--- src/rtl/int_sched_if.sv ---
// rtl/int_sched_if.sv - interrupt scheduler bus: irq lines, CPU handshake, register port
interface int_sched_if #(
  parameter int N_SRC = 8
);
  logic [N_SRC-1:0] irq_in;
  logic             int_ack;
  logic             eret;
  logic             wr_en;
  logic [1:0]       wr_addr;
  logic [31:0]      wr_data;
  logic [1:0]       rd_addr;
  logic [31:0]      rd_data;
  logic             int_req;
  logic [2:0]       int_id;
  logic [31:0]      int_vec;
  logic             busy;

  modport slave (
    input  irq_in, int_ack, eret, wr_en, wr_addr, wr_data, rd_addr,
    output rd_data, int_req, int_id, int_vec, busy
  );

  modport master (
    output irq_in, int_ack, eret, wr_en, wr_addr, wr_data, rd_addr,
    input  rd_data, int_req, int_id, int_vec, busy
  );
endinterface

--- src/rtl/int_sched.sv ---
// rtl/int_sched.sv - edge-latched, masked, fixed-priority interrupt scheduler
// with a single request/acknowledge/return handshake toward the CPU.
module int_sched #(
  parameter int          N_SRC     = 8,
  parameter logic [31:0] VEC_BASE  = 32'h0000_0004,
  parameter int          VEC_SHIFT = 3
) (
  input  logic         clk,
  input  logic         reset,
  int_sched_if.slave   bus
);
  typedef enum logic [1:0] {S_IDLE, S_REQ, S_SERVICE} state_t;

  state_t           state_q, state_d;
  logic [2:0]       id_q, id_d;
  logic [N_SRC-1:0] sync1_q, sync2_q, prev_q;
  logic [N_SRC-1:0] pend_q, pend_d, mask_q;
  logic             gen_q;
  logic [N_SRC-1:0] edge_det, cand, w1c, ack_clr;
  logic [7:0]       cand8;
  logic [2:0]       win_id;
  logic             ack_take;

  assign edge_det = sync2_q & ~prev_q;
  assign cand     = gen_q ? (pend_q & mask_q) : '0;
  assign cand8    = 8'(cand);
  assign ack_take = bus.int_ack && (state_q == S_REQ);

  always_comb begin
    win_id  = '0;
    w1c     = '0;
    ack_clr = '0;
    // Scan downward so the lowest pending index is the one left in win_id.
    for (int i = N_SRC - 1; i >= 0; i--) begin
      if (cand[i]) win_id = 3'(i);
      w1c[i]     = bus.wr_en && (bus.wr_addr == 2'd1) && bus.wr_data[i];
      ack_clr[i] = ack_take && (id_q == 3'(i));
    end
    // A same-cycle edge outranks any clear of the same bit.
    pend_d = (pend_q & ~(w1c | ack_clr)) | edge_det;
  end

  always_comb begin
    state_d = state_q;
    id_d    = id_q;
    case (state_q)
      S_IDLE: begin
        if (|cand) begin
          id_d    = win_id;
          state_d = S_REQ;
        end
      end
      S_REQ: begin
        if (bus.int_ack)        state_d = S_SERVICE;
        else if (!cand8[id_q])  state_d = S_IDLE;
      end
      S_SERVICE: begin
        if (bus.eret) state_d = S_IDLE;
      end
      default: state_d = S_IDLE;
    endcase
  end

  always_ff @(posedge clk or posedge reset) begin
    if (reset) begin
      state_q <= S_IDLE;
      id_q    <= '0;
      sync1_q <= '0;
      sync2_q <= '0;
      prev_q  <= '0;
      pend_q  <= '0;
      mask_q  <= '0;
      gen_q   <= 1'b1;
    end else begin
      state_q <= state_d;
      id_q    <= id_d;
      sync1_q <= bus.irq_in;
      sync2_q <= sync1_q;
      prev_q  <= sync2_q;
      pend_q  <= pend_d;
      if (bus.wr_en && bus.wr_addr == 2'd0) mask_q <= bus.wr_data[N_SRC-1:0];
      if (bus.wr_en && bus.wr_addr == 2'd3) gen_q  <= bus.wr_data[0];
    end
  end

  always_comb begin
    bus.rd_data = '0;
    case (bus.rd_addr)
      2'd0: bus.rd_data[N_SRC-1:0] = mask_q;
      2'd1: bus.rd_data[N_SRC-1:0] = pend_q;
      2'd2: bus.rd_data[4:0]       = {bus.busy, bus.int_req, id_q};
      default: bus.rd_data[0]      = gen_q;
    endcase
  end

  assign bus.int_req = (state_q == S_REQ);
  assign bus.busy    = (state_q == S_SERVICE);
  assign bus.int_id  = id_q;
  assign bus.int_vec = VEC_BASE + ({29'b0, id_q} << VEC_SHIFT);
endmodule
--- src/flat_wrapper.sv ---
// flat-port wrapper written by rule: the top's interface ports become plain ports
module int_sched_flat 
#(
  parameter int          N_SRC     = 8,
  parameter logic [31:0] VEC_BASE  = 32'h0000_0004,
  parameter int          VEC_SHIFT = 3
)
  (clk, reset, bus_irq_in, bus_int_ack, bus_eret, bus_wr_en, bus_wr_addr, bus_wr_data, bus_rd_addr, bus_rd_data, bus_int_req, bus_int_id, bus_int_vec, bus_busy);
  int_sched_if #(.N_SRC(N_SRC)) bus_i ();
  input  logic clk;
  input  logic reset;
  input wire logic [$bits(bus_i.irq_in)-1:0] bus_irq_in;
  input wire logic [$bits(bus_i.int_ack)-1:0] bus_int_ack;
  input wire logic [$bits(bus_i.eret)-1:0] bus_eret;
  input wire logic [$bits(bus_i.wr_en)-1:0] bus_wr_en;
  input wire logic [$bits(bus_i.wr_addr)-1:0] bus_wr_addr;
  input wire logic [$bits(bus_i.wr_data)-1:0] bus_wr_data;
  input wire logic [$bits(bus_i.rd_addr)-1:0] bus_rd_addr;
  output wire logic [$bits(bus_i.rd_data)-1:0] bus_rd_data;
  output wire logic [$bits(bus_i.int_req)-1:0] bus_int_req;
  output wire logic [$bits(bus_i.int_id)-1:0] bus_int_id;
  output wire logic [$bits(bus_i.int_vec)-1:0] bus_int_vec;
  output wire logic [$bits(bus_i.busy)-1:0] bus_busy;
  assign bus_i.irq_in = bus_irq_in;
  assign bus_i.int_ack = bus_int_ack;
  assign bus_i.eret = bus_eret;
  assign bus_i.wr_en = bus_wr_en;
  assign bus_i.wr_addr = bus_wr_addr;
  assign bus_i.wr_data = bus_wr_data;
  assign bus_i.rd_addr = bus_rd_addr;
  assign bus_rd_data = bus_i.rd_data;
  assign bus_int_req = bus_i.int_req;
  assign bus_int_id = bus_i.int_id;
  assign bus_int_vec = bus_i.int_vec;
  assign bus_busy = bus_i.busy;
  int_sched #(.N_SRC(N_SRC), .VEC_BASE(VEC_BASE), .VEC_SHIFT(VEC_SHIFT)) u_core (.clk(clk), .reset(reset), .bus(bus_i));
endmodule
--- config.mk ---
export PLATFORM = sky130hd
export DESIGN_NAME = int_sched_flat
export DESIGN_NICKNAME = d
export VERILOG_FILES = /design/src/rtl/int_sched_if.sv /design/src/rtl/int_sched.sv /design/src/flat_wrapper.sv
export SDC_FILE = /design/constraint.sdc
export NUM_CORES = 1
export LEC_CHECK = 0
export ABC_AREA = 1
export BUFFER_PORTS_ARGS = -buffer_cell sky130_fd_sc_hd__buf_2
export CAP_MARGIN = 20
export CORE_UTILIZATION = 46
export DETAILED_ROUTE_END_ITERATION = 6
export PLACE_DENSITY = 0.76
export SLEW_MARGIN = 20
export SYNTH_ARGS = -nofsm -noshare
export SYNTH_HDL_FRONTEND = slang
export SYNTH_SLANG_ARGS = --single-unit
--- constraint.sdc ---
create_clock -name clk -period 1.9 [get_ports clk]
set_input_delay 0.38 -clock clk [delete_from_list [all_inputs] [get_ports clk]]
set_output_delay 0.38 -clock clk [all_outputs]
set_load 0.02 [all_outputs]
==> impl_results.md <==
- Outcome: finished, final reports clean
- Hpwl dp: 3204 µm
- Post-route insts no fill: 377
- Initial antenna violation count: 0
- Final Skew: 0.009093 ns
- Reg power frac: 44.1%
- RSZ-0062 raised after global routing: no
- I/O pins: 118
- Clock Tree Buf Depth: 2
- Post-synth cell types: 27
- Post-Syn Area: 2380 µm²
- RePlAce Congestion: 0.9292
- Sw Pwr: 0.001142 W
- Vias in the first global route: 1409
- Hold Slack: 0.08207 ns
- Pre-CTS WS: 0.3901 ns
- Share of post-route cells with drive strength above 1: 22.90%
- Crit path kind: reg2out
- Die Y: 73.93 µm
- Cell internal pwr: 0.001694 W
- Post-CTS Resized: 0
- Sequential cell area fraction in the yosys report: 48.42%
- Clock share of power: 22.4%
- First-pass GRT wire length: 6458 µm
- Hold buffer count at cts: 0
- # setup viols final: 0
- H-Tree Depth: 2
- Starting DRC count in detailed routing: 97
- Nets@finish: 358
- Core ar.: 4848 µm²
- Final min period: 1.795 ns
- Power Density: 1111 nW/µm²
- Drt wl/cell: 10.84 µm
- Worst hold path type: in2async
- TNS Setup: 0 ns
- Register bit count reported by yosys: 46
- Layout area overhead: 7.256%
- GRT Overall Usage: 16.15%
- Gate power share: 33.5%
- Max VDD drop: 0.4845 mV
- Fmax: 557.0 MHz
- Worst EP required: 1.52 ns
- Routed vias: 1649
- Number of vias per cell: 4.374
- Top-area cell type share of the netlist area: 47.32%
- GR Overflow Total: 0
- CP max FO: 11
- Period Utilization, post-route: 94.49%
- DRT Pass-1 Iters: 4
- Die ar.: 5465 µm²
- Final Max Slew Viols: 0
- Critical Path AT: 1.42 ns
- Clk sink count: 46
- Switching share of power: 40.27%
- Fin worst setup slack: 0.1046 ns
- Placed Instances: 369
- Synth Warn #: 0
- FP Rows: 25
- Clock transition at the registers of the reported paths: 0.10 ns
- CTS tree: yes
- Clk_lat worst skew: 0.31 ns
- Total power: 0.002836 W
- Startpoint Class: register
- Largest cells by area after synthesis: dfrtp_1 (47%), buf_4 (18%), nand2_1 (6.9%)
- Largest net degree at the start of global routing: 28
- Cell accounting for the most synthesized area: dfrtp_1
- Root Buffer: clkbuf_8
- # Post-CTS Setup Buffers: 0
- Mapped Avg Cell Area: 9.014 µm²
- Synth Instances: 264
- Die width: 73.93 µm
- Final Hold Viols: 0
- Antenna Nets Post-Route: 0
- DRC: 0
- Final WL: 4087 µm
- Leakage power: 1.365 nW
- PortBufs: 40
- Number of max-cap violations: 0
- Initial Util: 49.08%
- Num CTS Buffers: 5
- Critical path endpoint category: primary output
- N_diodes: 0
synth_stat cells, drive strengths merged:
master   count
inv         33
a21oi        2
clkbuf       1
nor2        14
o21a         1
nand4        2
nand3       10
o21ai       21
conb         2
dfstp        1
o2111ai      1
o211ai       4
buf         57
a22o         3
nand3b       1
dfrtp       45
nand2       50
nor3         8
o22ai        8
state kept, by name (all words and copies together) (netlist names):
name               count
u_core.pend_q          8
u_core.state_q         2
u_core.mask_q          8
u_core.gen_q           1
u_core.bus.int_id      3
u_core.prev_q          8
u_core.sync1_q         8
u_core.sync2_q         8
path summary, 6_finish.rpt:
check,startpoint,endpoint,slack [ns],cells after the start
max in group asynchronous,reset,u_core.gen_q,1.48,3
max,u_core.gen_q,bus_rd_data[0],0.10,3
min reg2reg,u_core.sync1_q[4],u_core.sync2_q[4],0.36,0
min in group clk,bus_irq_in[5],u_core.sync1_q[5],0.17,1
max reg2reg,u_core.gen_q,u_core.bus.int_id[0],0.44,8
min,reset,u_core.pend_q[6],0.08,3
routing by layer:
layer / share of wire [%] / vias to the layer above / GRT usage (%)
met5: 0 / - / 0
met3: 4.1 / 5 / 4.527
met2: 50 / 52 / 24.85
met1: 45 / 774 / 21.89
met4: 0.91 / 0 / 5.769
li1: - / 818 / -
per-stage QoR:
stage          utilization (%)  area, µm²
4_1_cts                  52.65       2552
5_1_grt                  52.65       2552
3_5_place_dp             50.68       2457
2_1_floorplan                -       2571
3_3_place_gp             50.68       2457
6_report                 52.65       2552
cells in the final DEF, fill, tap and decap left out, types with 5 or more instances in the layout:
cell and instances:
dfrtp_1 45, o21ai_0 19, conb_1 53, inv_1 31, buf_4 5, nor2_1 11, nand2_1 44, nand3_2 7
nor3_1 8, buf_2 40, clkbuf_8 5, o22ai_1 8
worst max-delay path: stages (launching register included):
cell	delay (ns)
dfstp_2	0.72
nand3_1	0.11
o2111ai_1	0.09
buf_2	0.20
power groups by stage:
stage	registers (W)	clock network [W]	logic [W]
after floorplan	0.00127	0	0.000794
after global placement	0.00126	0	0.000940
after detailed placement	0.00127	0	0.000953
after CTS	0.00125	0.000657	0.000957
after global routing	0.00127	0.000697	0.00108
final	0.00125	0.000634	0.000951
area by class of cell:
type	count	area, µm²
clock inverters	3	26.28
multi-input cells	178	859.6
flip-flops and latches	46	1152
fillers	479	2296
clock buffers	5	68.82
well taps	67	83.83
repair buffers	45	237.7
inverters	33	123.9
cells by family (layout without fill, tap and decap cells):
family | after synthesis | after routing | synth area share, %
compound gates | 40 | 40 | 9.990
buf+inv | 91 | 86 | 23.50
flops | 46 | 46 | 48.42
other cells | 2 | 53 | 0.3156
simple gates | 85 | 85 | 17.77
Note: power is estimated with default switching activity, not from simulation.
